File: config.mk
export PLATFORM = sky130hd
export DESIGN_NAME = reg_file_rename
export DESIGN_NICKNAME = d
export VERILOG_FILES = /design/src/rtl/reg_file_rename_pkg.sv /design/src/rtl/reg_file_rename.sv
export SDC_FILE = /design/constraint.sdc
export NUM_CORES = 2
export LEC_CHECK = 0
export ABC_AREA = 1
export CAP_MARGIN = 20
export CORE_AREA = 3 3 415 417
export CTS_BUF_LIST = sky130_fd_sc_hd__clkbuf_16
export DETAILED_ROUTE_END_ITERATION = 8
export DIE_AREA = 0 0 418 420
export PLACE_DENSITY_LB_ADDON = 0.25
export SETUP_SLACK_MARGIN = 0.15
export SLEW_MARGIN = 0
export SYNTH_ARGS = -nofsm -noshare
export SYNTH_HDL_FRONTEND = slang
export SYNTH_SLANG_ARGS = --single-unit
File: constraint.sdc
create_clock -name clk -period 4.2 [get_ports clk]
set_clock_uncertainty 0.05 [all_clocks]
set_input_delay 0.84 -clock clk [delete_from_list [all_inputs] [get_ports clk]]
set_output_delay 0.84 -clock clk [all_outputs]
set_load 0.1 [all_outputs]
File: src/rtl/reg_file_rename_pkg.sv
// Shared sizing constants and the read-port result record for the renaming register file.
package reg_file_rename_pkg;

  localparam int unsigned RobSizeWidth = 4;
  localparam int unsigned RegNum       = 32;
  localparam int unsigned RegIdxWidth  = $clog2(RegNum);

  typedef struct packed {
    logic [31:0]             value;
    logic                    busy;
    logic [RobSizeWidth-1:0] rob_id;
  } read_res_t;

endpackage

File: src/rtl/reg_file_rename.sv
// Architectural register file x0..x31 with per-register RoB rename tags.
// Reads return either the committed value or the producing RoB id, with same-cycle commit bypass.
module reg_file_rename
  import reg_file_rename_pkg::*;
(
  input  logic                    clk,
  input  logic                    rst,
  input  logic                    rdy,
  input  logic                    clear,
  input  logic                    issue_signal,
  input  logic [RegIdxWidth-1:0]  issue_rd,
  input  logic [RobSizeWidth-1:0] issue_rob_id,
  input  logic [RegIdxWidth-1:0]  commit_rd,
  input  logic [RobSizeWidth-1:0] commit_rob_id,
  input  logic [31:0]             commit_value,
  input  logic [RegIdxWidth-1:0]  rs1,
  input  logic [RegIdxWidth-1:0]  rs2,
  output logic [31:0]             rs1_value,
  output logic                    rs1_busy,
  output logic [RobSizeWidth-1:0] rs1_rob_id,
  output logic [31:0]             rs2_value,
  output logic                    rs2_busy,
  output logic [RobSizeWidth-1:0] rs2_rob_id
);

  logic [31:0]             value_q [RegNum];
  logic [RegNum-1:0]       busy_q;
  logic [RobSizeWidth-1:0] tag_q   [RegNum];

  // Issue is written after commit so a same-cycle rename of the same rd wins busy/tag.
  always_ff @(posedge clk) begin
    if (!rst) begin
      busy_q <= '0;
      for (int i = 0; i < RegNum; i++) begin
        value_q[i] <= '0;
        tag_q[i]   <= '0;
      end
    end else if (rdy) begin
      if (commit_rd != '0) begin
        value_q[commit_rd] <= commit_value;
        if (tag_q[commit_rd] == commit_rob_id) begin
          busy_q[commit_rd] <= 1'b0;
        end
      end
      if (clear) begin
        busy_q <= '0;
        for (int i = 0; i < RegNum; i++) begin
          tag_q[i] <= '0;
        end
      end else if (issue_signal && issue_rd != '0) begin
        busy_q[issue_rd] <= 1'b1;
        tag_q[issue_rd]  <= issue_rob_id;
      end
    end
  end

  function automatic read_res_t read_port(input logic [RegIdxWidth-1:0] idx);
    read_res_t res;
    res = '0;
    if (idx == '0) begin
      res = '0;
    end else if (busy_q[idx] && rdy && commit_rd == idx && tag_q[idx] == commit_rob_id) begin
      res.value = commit_value;
    end else begin
      res.value  = value_q[idx];
      res.busy   = busy_q[idx];
      res.rob_id = busy_q[idx] ? tag_q[idx] : '0;
    end
    return res;
  endfunction

  read_res_t rd1, rd2;

  always_comb begin
    rd1 = read_port(rs1);
    rd2 = read_port(rs2);
  end

  assign rs1_value  = rd1.value;
  assign rs1_busy   = rd1.busy;
  assign rs1_rob_id = rd1.rob_id;
  assign rs2_value  = rd2.value;
  assign rs2_busy   = rd2.busy;
  assign rs2_rob_id = rd2.rob_id;

endmodule

## After elaboration in Yosys (flattened, before gate mapping)

Memory sizes are Yosys's and may differ from the RTL's.
Index checks and enable logic that the tools add are counted.
Widths: inputs -> output; s select.

| operators by class | value |
|---|---|
| eq/ne operators | 5 |
| multiplexer cells | 74 |
| bitwise operators | 35 |
| reduce and logical (&&, ||, !) cells | 15 |
| magnitude comparators | 6 |

Operators by type and width:

| operator | count |
|---|---|
| $mux 32 | 9 |
| $mux 4 | 35 |
| $mux 37 | 2 |
| $and 32x32->32 | 1 |
| $not 32->32 | 1 |
| $or 1x1->1 | 32 |
| $or 32x32->32 | 1 |
| $reduce_or 32->1 | 1 |
| $lt 5x6->1 const B | 4 |
| $mux 1 | 20 |
| $mux 5 | 4 |
| $eq 4x4->1 | 3 |
| $bmux 1 s5 | 2 |
| $demux 1 s5 | 2 |
| $eq 5x5->1 | 2 |
| $ge 5x1->1 const B | 2 |
| $logic_not 5->1 | 2 |
| $reduce_bool 5->1 | 2 |
| $logic_and 1x1->1 | 9 |
| $reduce_or 4->1 | 1 |

| word-level totals | value |
|---|---|
| memory bits (writable) | 1,152 |
| input bits | 65 |
| logic and storage cells | 138 |
| output and inout bits | 74 |
| memories | 2 |
| bits in registers | 32 |

Memories:

| name | words | bits a word | read ports | clocked after Yosys merged registers in | wr ports | RTL line | RTL |
|---|---|---|---|---|---|---|---|
| value_q | 32 | 32 | 2 | 0 | 32 | reg_file_rename.sv:26 | `logic [31:0] value_q [RegNum];` |
| tag_q | 32 | 4 | 3 | 0 | 32 | reg_file_rename.sv:28 | `logic [RobSizeWidth-1:0] tag_q [RegNum];` |

## Longest topological paths before layout

| depth | value |
|---|---|
| depth in word-level cells | 13 |
| depth in mapped cells | 21 |
| mapped depth without buffers | 17 |

## Least setup slack after synthesis

No wires, ideal clock.

| path | value |
|---|---|
| kind | input-to-output |
| from | input rs2[0] |
| to | output rs2_value[27] |
| path slack | -0.313 ns |
| cell stages on the path | 13 |
| data arrival time | 3.623 ns |
| required time | 3.310 ns |
| cell sequence | buf_4 > inv_2 > buf_6 > buf_6 > buf_2 > buf_2 > buf_2 > nand2_1 > a221oi_1 > o21ai_0 > a21oi_1 > a21oi_1 > nor2_1 |

| on the way | value |
|---|---|
| longest elaborated chain between the ends | 7 |
| elaborated cells on any way between the ends | 12 |

Ends and longest elaborated chain:

| what | RTL line | RTL |
|---|---|---|
| from (decl) | reg_file_rename.sv:17 | `input logic [RegIdxWidth-1:0] rs2,` |
| branches (longest 6 deep; another with $mem_v2 32x4) | -- |  |
| $mux 37 (*) | reg_file_rename.sv:60 | `if (idx == '0) begin` |
| to (decl) | reg_file_rename.sv:21 | `output logic [31:0] rs2_value,` |

Mark *: on every way between the ends. The select of a mux whose other input is x is not followed.

## Final worst setup path

| path | value |
|---|---|
| from | input rs2[0] |
| to | output rs2_value[9] |

Same word-level chain as after synthesis.

==> impl_metrics.tcl <==
set metrics [dict create \
    clkSlewWorstSetupHoldPaths_ns 0.06 \
    rsz0062_at_grt "yes" \
    first_global_vias 63023 \
    power_switching_uw 9830 \
    ant_nets 0 \
    viasPerCell 6.19 \
    critPathKind "input port to output pin" \
    min_period_over_period 0.986 \
    routed_wl_mm 306 \
    p_leak_uw 0.0334 \
    die_y_um 420 \
    clk_latency_ns 0.78 \
    maxCapViolations 0 \
    synthTopCellsByArea "edfxtp_1 (51%), nand2_1 (12%), a21oi_1 (8.7%), nand3_1 (7.6%), nor2_1 (7.1%)" \
    core_um2 169000 \
    synthTopCellsByCount "nand2_1 (2242), nor2_1 (1268), a21oi_1 (1168)" \
    cts_buffers 132 \
    areaGrowthSynthToFinish_pct 22.8 \
    gp_congestion 0.964 \
    dpl.hpwl_mm 180 \
    synth_top_area_frac 0.513 \
    clock-sinks 1184 \
    status "finished clean" \
    setup_viol 0 \
    path_common_cell "buf_12" \
    ys_warn_count 0 \
    hold_violations 0 \
    slowest_stage "buf_16" \
    fin_crit_ns 4.14 \
    synth_flop_cell "edfxtp_1" \
    r2r-start "tag_q[0][1]$_SDFFCE_PN0P_" \
    num_vias 68174 \
    yosysTopAreaCell "edfxtp_1" \
    dr.pass1.iters 9 \
    port_buffers 138 \
    fin_tns_setup_ns 0 \
    worst_slew_margin_rel 0.295 \
    dieArea_um2 176000 \
    rows 151 \
    cts_max_level 4 \
    drive_gt1_frac 0.141 \
    routedWlPerCell_um 27.8 \
    ys_seq_area_frac 0.523 \
    synth_cell_types 37 \
    overflow 0 \
    grt_max_degree 136 \
    p_sw_frac 0.306 \
    fin_total_pwr_uw 32200 \
    finalNetCount 8763 \
    seqPwrFrac 0.435 \
    grt_pass1_wl_mm 425 \
    worstHoldStart "busy_q[10]$_SDFFE_PN0P_" \
    synth-edff-count 1152 \
    synth.cell_area_um2 67400 \
    combPwrFrac 0.203 \
    crit_path_cell_trace "buf_16 > buf_16 > buf_12 > nand2_2 > nand3_2 > nand3_1 > nand2_1 > nand2_2 > nand3_4 > nand2_4 > nand2_2 > nand3_2 > nor2_4 > buf_6 > buf_12 > buf_12 > a21oi_1 > nor2_4 > buf_12" \
    io_pins 139 \
    r2r_end "busy_q[1]$_SDFFE_PN0P_" \
    grt_usage 0.328 \
    reg2reg_depth 16 \
    fmax_mhz 241 \
    min_path_cells 2 \
    clockBufferDepth 3 \
    die_w_um 418 \
    whs_endpoint "busy_q[10]$_SDFFE_PN0P_" \
    tritoncts "yes" \
    async_flop_share 0 \
    arrival_ns 3.25 \
    p_clk_frac 0.362 \
    synthCells 8567 \
    min-delay-path-class "flip-flop to flip-flop" \
    tightest_slew_ns 1.05 \
    ys_ff_latch 1184 \
    critPathMaxFanout 12 \
    drc 0 \
    grt_antenna_before_repair 3 \
    max_stage_delay_ns 0.18 \
    crit_required_ns 3.31 \
    initial_core_util 0.398 \
    regToRegSetupSlack_ns 1.62 \
    cellPowerDensity_nw_per_um2 389 \
    endpoint_kind "output pin" \
    syn_area_per_cell_um2 7.87 \
    start_kind "input port" \
    first_iter_violations 11559 \
    yosysMostFrequentCell "nand2_1" \
    internal_power_uw 22300 \
    final_max_slew_viol_count 0 \
    peakVddDrop_v 0.000430 \
    clockRootBuffer "clkbuf_16" \
]
==> critical path: cells and delay by family <==
| family | cells | cell delay [ns] |
|---|---|---|
| AO/OA/AOI/OAI | 1 | 0.12 |
| AND/OR/NAND/NOR | 11 | 1.07 |
| buffers and inverters | 7 | 1.14 |
==> per-stage QoR <==
step / setup slack, ns / hold slack, ns / instances / cell area [um2] / util
floorplan: -0.162 / 0.375 / 8602 / 68000 / -
global placement: -0.0545 / 0.399 / 10685 / 75400 / 0.446
detailed placement: -0.0803 / 0.404 / 10685 / 75400 / 0.446
CTS: 0.100 / 0.413 / 10948 / 80500 / 0.476
global route: -0.00969 / 0.446 / 11017 / 82700 / 0.489
finish: 0.0580 / 0.422 / 11018 / 82700 / 0.489
==> placed cells by master (no fill, tap or decap), types with 37 or more instances in the layout <==
master           instances
nand2_2                132
nand3_2                 55
buf_12                 211
clkdlybuf4s50_1         49
a21oi_2                 53
nor2_1                1196
clkbuf_16              164
o21ai_0                423
edfxtp_1              1152
a21oi_1               1111
nand2_1               2101
inv_1                  309
buf_4                  368
nor2_4                  69
nand3_1                955
buf_16                  37
==> layer usage <==
layer  track usage  wire (um)  up-vias  share of wire
met2         0.484     129000     5455           0.42
met1         0.425     110000    32381           0.36
met5             0          0        -              0
li1              -          -    29279              -
met4         0.232      25000        0          0.082
met3        0.0746      41700     1059           0.14
==> power by group through the flow <==
stage | registers, uW | clock network [uW] | logic (uW)
detailed placement | 14200 | 0 | 5830
global placement | 14200 | 0 | 5780
CTS | 14000 | 11700 | 5990
finish | 14000 | 11600 | 6540
global route | 14000 | 12100 | 6810
floorplan | 14100 | 0 | 3370
==> area by class of cell <==
| type | count | area (um2) |
|---|---|---|
| clock inverter | 99 | 815 |
| multi-input combinational | 6339 | 29400 |
| timing repair buffer | 739 | 9820 |
| sequential | 1184 | 35200 |
| antenna | 1 | 2.50 |
| fill | 15727 | 86400 |
| clock buffer | 136 | 3400 |
| timing repair inverter | 4 | 42.5 |
| tap | 2218 | 2780 |
| inverter | 298 | 1220 |
==> worst max-delay path by stage <==
stage	depth (start not counted)	slack (ns)	endpoint	startpoint
2_1_floorplan	16	-0.16	rs2_rob_id[0]	rs2[0]
3_3_place_gp	13	-0.05	rs1_value[17]	rs1[0]
3_5_place_dp	13	-0.08	rs1_value[17]	rs1[0]
4_1_cts	16	0.10	rs1_value[26]	rs1[1]
5_1_grt	19	-0.01	rs2_value[1]	rs2[0]
6_report	19	0.06	rs2_value[9]	rs2[0]
==> logic make-up (layout without fill, tap and decap cells) <==
family,after synthesis,in the layout,synth area share
buf+inv,1079,1276,0.0675
xor+xnor,3,3,0.000390
other cells,1,37,0.0000557
flops,1184,1184,0.523
compound gates,1727,1727,0.134
simple gates,4573,4573,0.275
==> sequential cells by signal (all words and copies together) (netlist names) <==
| name | count |
|---|---|
| busy_q | 32 |
| tag_q | 128 |
| value_q | 1024 |
==> repair_timing <==
action / in CTS / in global routing
hold buffers: 0 / 0
resized for setup: 81 / 285
setup endpoints to repair: 67 / 74
pin swaps: 8 / 95
gates cloned: 17 / 35
setup buffers: 11 / 35
Power figures use the tool's default switching activity.
